File: src/rtl/hd_frame.sv
// hd_frame: corrects pairs of Hamming(7,4) words, folds each pair into a signed value
// and accumulates a saturating per-frame sum and correction count behind a valid/ready handshake.
module hd_frame #(
    parameter int FRAME_LEN = 8,
    parameter int ACC_W     = 10,
    parameter int CNT_W     = 5
) (
    input  logic                    clk,
    input  logic                    rst_n,
    input  logic                    clr,
    input  logic                    in_valid,
    output logic                    in_ready,
    input  logic [6:0]              code_word1,
    input  logic [6:0]              code_word2,
    output logic                    out_valid,
    input  logic                    out_ready,
    output logic signed [ACC_W-1:0] out_sum,
    output logic [CNT_W-1:0]        out_err_cnt,
    output logic                    out_sat
);
    typedef enum logic {ACC, HOLD} state_t;

    localparam logic [7:0] LEN = 8'(FRAME_LEN);

    state_t                  state;
    logic                    armed;
    logic [7:0]              cnt;
    logic                    st_v;
    logic signed [5:0]       st_r;
    logic [1:0]              st_e;
    logic signed [ACC_W-1:0] acc;
    logic [CNT_W-1:0]        err;
    logic                    sat;
    logic [5:0]              d1, d2;
    logic signed [5:0]       w1, w2, r;
    logic [ACC_W:0]          sum;
    logic signed [ACC_W-1:0] acc_nxt;
    logic                    ovf;
    logic [CNT_W:0]          esum;
    logic [CNT_W-1:0]        err_nxt;
    logic                    take, done;

    // Returns {syndrome nonzero, received value of the erroneous bit, corrected data}.
    function automatic logic [5:0] decode(input logic [6:0] c);
        logic [2:0] s;
        logic [6:0] e;
        s = {c[6] ^ c[3] ^ c[2] ^ c[1], c[5] ^ c[3] ^ c[2] ^ c[0], c[4] ^ c[3] ^ c[1] ^ c[0]};
        e = s == 3'b111 ? 7'b0001000 :
            s == 3'b110 ? 7'b0000100 :
            s == 3'b101 ? 7'b0000010 :
            s == 3'b011 ? 7'b0000001 :
            s == 3'b100 ? 7'b1000000 :
            s == 3'b010 ? 7'b0100000 :
            s == 3'b001 ? 7'b0010000 : 7'b0000000;
        return {|s, |(c & e), c[3:0] ^ e[3:0]};
    endfunction

    assign d1 = decode(code_word1);
    assign d2 = decode(code_word2);

    always_comb begin
        w1      = {{2{d1[3]}}, d1[3:0]};
        w2      = {{2{d2[3]}}, d2[3:0]};
        r       = {d1[4], d2[4]} == 2'b00 ? w1 + w1 + w2 :
                  {d1[4], d2[4]} == 2'b01 ? w1 + w1 - w2 :
                  {d1[4], d2[4]} == 2'b10 ? w1 - w2 - w2 : w1 + w2 + w2;
        sum     = {acc[ACC_W-1], acc} + {{(ACC_W-5){st_r[5]}}, st_r};
        ovf     = sum[ACC_W] != sum[ACC_W-1];
        acc_nxt = !ovf ? sum[ACC_W-1:0] :
                  sum[ACC_W] ? {1'b1, {(ACC_W-1){1'b0}}} : {1'b0, {(ACC_W-1){1'b1}}};
        esum    = {1'b0, err} + {{(CNT_W-1){1'b0}}, st_e};
        err_nxt = esum[CNT_W] ? '1 : esum[CNT_W-1:0];
        take    = in_valid && in_ready;
        done    = st_v && cnt == LEN;
    end

    // armed keeps in_ready low until the first edge after reset release
    assign in_ready    = armed && state == ACC && cnt < LEN;
    assign out_valid   = state == HOLD;
    assign out_sum     = acc;
    assign out_err_cnt = err;
    assign out_sat     = sat;

    always_ff @(posedge clk or negedge rst_n) begin
        if (!rst_n) begin
            state <= ACC;
            armed <= 1'b0;
            cnt   <= '0;
            st_v  <= 1'b0;
            st_r  <= '0;
            st_e  <= '0;
            acc   <= '0;
            err   <= '0;
            sat   <= 1'b0;
        end else if (clr || (state == HOLD && out_ready)) begin
            state <= ACC;
            armed <= 1'b1;
            cnt   <= '0;
            st_v  <= 1'b0;
            st_r  <= '0;
            st_e  <= '0;
            acc   <= '0;
            err   <= '0;
            sat   <= 1'b0;
        end else begin
            armed <= 1'b1;
            if (take)
                cnt <= cnt + 8'd1;
            st_v <= take;
            st_r <= r;
            st_e <= {1'b0, d1[5]} + {1'b0, d2[5]};
            if (st_v) begin
                acc <= acc_nxt;
                err <= err_nxt;
                sat <= sat | ovf;
            end
            if (done)
                state <= HOLD;
        end
    end
endmodule

File: config.mk
export PLATFORM = sky130hd
export DESIGN_NAME = hd_frame
export DESIGN_NICKNAME = d
export VERILOG_FILES = /design/src/rtl/hd_frame.sv
export SDC_FILE = /design/constraint.sdc
export NUM_CORES = 1
export LEC_CHECK = 0
export ABC_AREA = 1
export BUFFER_PORTS_ARGS = -buffer_cell sky130_fd_sc_hd__buf_4
export CAP_MARGIN = 10
export CORE_MARGIN = 2
export CORE_UTILIZATION = 64
export CTS_CLUSTER_DIAMETER = 30
export DETAILED_ROUTE_END_ITERATION = 8
export PLACE_DENSITY = 0.95
export SLEW_MARGIN = 10
export SYNTH_ARGS = -nofsm -noshare
export SYNTH_HDL_FRONTEND = slang
export SYNTH_SLANG_ARGS = --single-unit
File: constraint.sdc
create_clock -name clk -period 3.75 [get_ports clk]
set_clock_uncertainty 0.15 [all_clocks]
set_input_delay 0.75 -clock clk [delete_from_list [all_inputs] [get_ports clk]]
set_output_delay 0.75 -clock clk [all_outputs]
set_load 0.02 [all_outputs]
After elaboration in Yosys (flattened, before gate mapping)
Index checks and enable logic that the tools add are counted.
{"block": "totals", "ff_bits": 35, "latchBits": 0, "mem_bits_rw": 0, "mem_bits_ro": 0, "input_bits": 19, "out_inout_bits": 18, "mem_count": 0}
{"block": "op_classes", "n_addsub": 11, "n_mul": 0, "n_div": 0, "magnitude_cmp": 1, "eq_ne": 18, "shift": 0, "muxes": 33, "bitwise": 24, "n_reduce_logical": 14}
{"cell": "$mux W7", "count": 10}
{"cell": "$mux W10", "count": 4}
{"cell": "$mux W6", "count": 6}
{"cell": "$mux W5", "count": 5}
{"cell": "$eq A3 B3 Y1 const B", "count": 8}
{"cell": "$xor A1 B1 Y1", "count": 18}
{"cell": "$mux W8", "count": 2}
{"cell": "$and A7 B7 Y7", "count": 2}
{"cell": "$reduce_or A7 Y1", "count": 2}
{"cell": "$add A5 B4 Y6", "count": 2}
{"cell": "$eq A3 B2 Y1 const B", "count": 4}
{"cell": "$sub A5 B4 Y6", "count": 2}
{"cell": "$add A10 B6 Y11", "count": 1}
{"cell": "$add A4 B4 Y5", "count": 2}
{"cell": "$add A8 B1 Y8 const B", "count": 1}
{"cell": "$eq A8 B4 Y1 const B", "count": 1}
{"cell": "$lt A8 B4 Y1 const B", "count": 1}
{"cell": "$xor A4 B4 Y4", "count": 2}
{"cell": "$add A5 B2 Y6", "count": 1}
{"cell": "$eq A3 B1 Y1 const B", "count": 2}
{"cell": "$reduce_bool A2 Y1", "count": 3}
{"cell": "$reduce_or A3 Y1", "count": 2}
{"cell": "$logic_and A1 B1 Y1", "count": 5}
{"cell": "$mux W1", "count": 5}
{"cell": "other kinds (10)", "count": 10}

Longest topological paths before layout
{"block": "depth", "ltp_word": 18, "mapped_depth": 21, "ltp_nobuf": 20}

Worst setup path after synthesis
Ideal clock, no wire load.
{"block": "synth_timing", "path_type": "in2reg", "start": "input code_word1[1]", "end": "register st_r[5]", "setup_ps": 72, "arrival_time_ps": 2840, "required_ps": 3528, "setup_slack_ps": 688, "path_stages": 19, "path_buffers": 0, "path_cell_list": "inv_1 nand2_1 nand2_1 nand2_1 nand2_1 inv_1 nor3_1 ha_1 ha_1 inv_1 nand2_1 nand2_1 a31oi_1 nor2_1 o31ai_1 o21ai_0 nand2_1 nand3_1 nor2_1"}
{"block": "synth_between", "elab_chain_len": 17}
{"element": "start, declared", "line": "13", "rtl": "input logic [6:0] code_word1,"}
{"element": "parallel branches: the longest is 15 deep, another holds $add A5 B4 Y6"}
{"element": "$mux W6 (*)", "line": "64", "rtl": "r = {d1[4], d2[4]} == 2'b00 ? w1 + w1 + w2 :"}
{"element": "$mux W6 (*)", "line": "95", "rtl": "end else if (clr || (state == HOLD && out_ready)) begin"}
{"element": "end signal, assigned", "line": "110", "rtl": "st_r <= r;"}
{"element": "end, declared", "line": "29", "rtl": "logic signed [5:0] st_r;"}
Mark *: on every way between the ends.
A chain may end at the register's enable or synchronous reset.

Worst setup path after layout
Ends and elaborated chain as after synthesis.

==> metrics.md <==
| Metric | Value |
|---|---|
| Mean area per synthesized cell | `7.00 sq um` |
| CTS resizes | `0` |
| Number of core rows | `26` |
| Latest clock arrival within the worst-skew pair | `0.29 ns` |
| Synth async-reset ratio | `100%` |
| Worst endpoint required time | `3.82 ns` |
| Type of element capturing the critical path | `flop` |
| Main combinational cell family by area after synthesis | `simple AND/OR/NAND/NOR gates` |
| Final clock period utilization by the worst path | `87.0%` |
| Xor and xnor area share after synthesis | `3.98%` |
| Crit path to | `st_r[5]` |
| Launch point of the critical path | `code_word1[1]` |
| Hold/Removal Path Class | `input port to async pin` |
| Leading cell types by total area after synthesis | `sky130_fd_sc_hd__dfrtp_1, sky130_fd_sc_hd__nand2_1, sky130_fd_sc_hd__ha_1` |
| Met3 capacity usage during global routing | `4.89%` |
| Total number of clock tree sinks | `35` |
| Final core utilization | `74.3%` |
| Clock H-tree levels | `2` |
| I/O pin count | `37` |
| Multiplexer share of the synthesized area | `0.607%` |
| Die X-Extent | `75.8 um` |
| Setup WS post-layout | `0.487 ns` |
| Setup repair after global routing missed its margin | `no` |
| Cell Area, Synth | `0.00330 sq mm` |
| TritonCTS buffer count | `5` |
| Critical Path, Cell by Cell | `buf_4 > inv_1 > nand2_1 > nand2_1 > nand2_1 > nand2_1 > inv_1 > nor3_1 > ha_1 > ha_1 > inv_1 > nand2_1 > nand2_1 > a31oi_1 > nor2_1 > o31ai_1 > o21ai_0 > nand2_1 > nand3_1 > nor2_1` |
| Worst path depth | `20` |
| Fraction of the mapped netlist area in adder cells | `17.5%` |
| Crit path max-delay cell type | `sky130_fd_sc_hd__ha_1` |
| Worst max-slew margin expressed relative to the limit | `61.6%` |
| Worst path top cell family by delay | `simple AND/OR/NAND/NOR gates` |
| Post-CTS setup repair buffer count | `0` |
| DR WL/cell | `12.3 um` |
| Share of the yosys chip area belonging to registers | `26.6%` |
| Drt drc | `0` |
| Largest incremental delay on the critical path | `0.37 ns` |
| Flip-flop cell with the highest count after synthesis | `sky130_fd_sc_hd__dfrtp_1` |
| Number of instances in the synthesized netlist | `471` |
| Via count of the first global-routing pass | `2971` |
| Yosys Warn Count | `0` |
| First-pass DRT Iterations | `5` |
| Full die area | `0.00574 sq mm` |
| Average vias per placed instance | `5.34` |
| Global route overflow | `0` |
| Count of flip-flops with a built-in enable after synthesis | `0` |
| Clock tree from TritonCTS | `done` |
| Hold_buf cts | `0` |
| Diode insertion count for antenna repair | `0` |
| Commonest cells post-synth | `sky130_fd_sc_hd__nand2_1, sky130_fd_sc_hd__inv_1, sky130_fd_sc_hd__nor2_1` |
| Number of antenna violations at the first check in global routing | `0` |
| CTS clk-pin slew, worst paths | `0.07 ns` |
| Final setup violation count | `0` |
| Comb power frac | `48.3%` |
| Proportion of layout cells with a drive suffix above 1 | `14.8%` |
| Clk root buf | `sky130_fd_sc_hd__clkbuf_8` |
| Synthesized net count | `533` |
| Number of buffers on the longest clock path | `2` |
| Most instantiated library cell after synthesis | `sky130_fd_sc_hd__nand2_1` |
| Peak VDD IR | `0.196 mV` |
| Transition time at the pin with the least slew margin | `0.571 ns` |
| Starting Density | `65.4%` |
| Register-to-register setup slack | `1.15 ns` |
| Register bit total from synthesis | `35` |
| Post-synthesis to final-layout area growth | `13.7%` |
| Sequential group share of total power | `30.9%` |
| HPWL after detailed placement | `5870 um` |
| Switching fraction of total power | `40.9%` |
| Count of buffers from port buffering | `36` |
| Vias | `3118` |
| Crit path top cell by count | `sky130_fd_sc_hd__nand2_1` |
| Unique cell type count in the Yosys netlist | `37` |
| Standard cell core area | `0.00504 sq mm` |
| Leakage power | `2.16 nW` |
| Power density relative to cell area | `380 mW/mm^2` |
| Sum of routed wire length over all layers | `7190 um` |
| Reg-to-Reg End | `out_sum[4]` |
| Max Clk Rate | `306 MHz` |
| Post-layout nets | `575` |
| Crit Reg-Reg Startpoint | `out_sum[3]` |
| Largest fanout of any net on the critical path | `6` |
| Count of pins over their slew limit | `0` |
| Die Ht | `75.8 um` |
| Number of max-capacitance violations reported | `0` |
| Final worst path period need | `3.26 ns` |
| Global-route wire length before repair | `12100 um` |
| Depth of the worst register-to-register path | `14` |
| Accumulated negative setup slack | `0 ns` |
| DRC violation total after the first TritonRoute iteration | `192` |
| Dominant cell type by area after synthesis | `sky130_fd_sc_hd__dfrtp_1` |
| RD Place Congestion | `0.901` |
| Crit path buffers/inverters | `4` |
| Worst slack, placed | `0.247 ns` |
| Net switching power | `582 uW` |
| Final Hold Fails | `0` |
| Clock group share of total power | `20.7%` |
| Layer with the highest usage | `met2` |
| Routed Antenna Nets | `0` |
| Global-route total usage across every layer | `27.1%` |
| Met1 Track Usage GR | `31.5%` |
| Basic-gate share of the synthesized area counting and, or, nand and nor cells | `31.4%` |
| Crit path DAT | `3.33 ns` |
| Largest net degree at the start of global routing | `36` |
| Startpoint-to-endpoint class of the critical path | `input port to flop` |
| Met2 capacity usage during global routing | `48.3%` |
| Synthesized-area fraction occupied by ao, oa, aoi and oai cells | `10.8%` |
| Area fraction of the dominant cell type after synthesis | `26.6%` |
| Crit path launch type | `input port` |
| Outcome | `completed` |
| Internal Pwr Total | `841 uW` |
==> registers in the layout (all words and copies together) (netlist names) <==
| signal | cells |
|---|---|
| out_sum | 10 |
| cnt | 8 |
| st_r | 6 |
| out_err_cnt | 5 |
| st_e | 2 |
| armed | 1 |
| out_sat | 1 |
| out_valid | 1 |
| st_v | 1 |
==> cell type report <==
| cell class | instances | area, sq um |
|---|---|---|
| Clock buffer | 8 | 100 |
| Sequential cell | 35 | 876 |
| Inverter | 76 | 285 |
| Timing Repair Buffer | 37 | 278 |
| Multi-Input combinational cell | 358 | 2120 |
| Tap cell | 70 | 87.6 |
| Fill cell | 384 | 1290 |
==> stage by stage <==
stage          total power [mW]  cell area (sq um)  hold slack [ns]  std cells
4_1_cts                    1.42               3750            0.258        584
3_3_place_gp               1.09               3650            0.335        576
3_5_place_dp               1.12               3650            0.344        576
6_report                   1.42               3750            0.242        584
5_1_grt                    1.54               3750            0.276        584
2_1_floorplan             0.959               3300            0.304        471
==> how the worst min path moves through the flow <==
stage / start / to / slack, ns / cells after the start
2_1_floorplan: rst_n / armed / 0.30 / 0
3_3_place_gp: cnt[7] / cnt[7] / 0.34 / 2
3_5_place_dp: cnt[5] / cnt[5] / 0.34 / 2
4_1_cts: rst_n / out_err_cnt[4] / 0.26 / 1
5_1_grt: rst_n / out_sum[9] / 0.28 / 1
6_report: rst_n / out_err_cnt[4] / 0.24 / 1
==> layout by cell type (no fill, tap or decap), drive strengths merged, types with 8 or more instances in the layout <==
cell type / n
inv: 76
clkbuf: 8
xor2: 8
ha: 38
buf: 37
a21oi: 21
nand2: 142
nor2: 53
o21ai: 21
dfrtp: 35
nand3: 25
==> metal layers <==
layer  wire length, um  vias to the layer above
li1                  -                     1582
met1              2990                     1424
met2              3690                       95
met3               344                       17
met4               164                        0
met5                 0                        -
==> power groups by stage <==
stage               registers (mW)  clock network (mW)  logic [mW]
floorplan                    0.454                   0       0.505
global placement             0.445                   0       0.648
detailed placement           0.447                   0       0.675
CTS                          0.440               0.298       0.680
global route                 0.444               0.317       0.774
finish                       0.440               0.295       0.688
==> kinds of logic after synthesis <==
logic type                 Yosys count
adders and majority gates           43
DFF                                 35
muxes                                2
other                                1
buffers and inverters               78
and+or+nand+nor                    237
xor gates and xnor gates            15
AOI/OAI and AO/OA                   60
No activity file was read; power rests on OpenSTA's default activity.
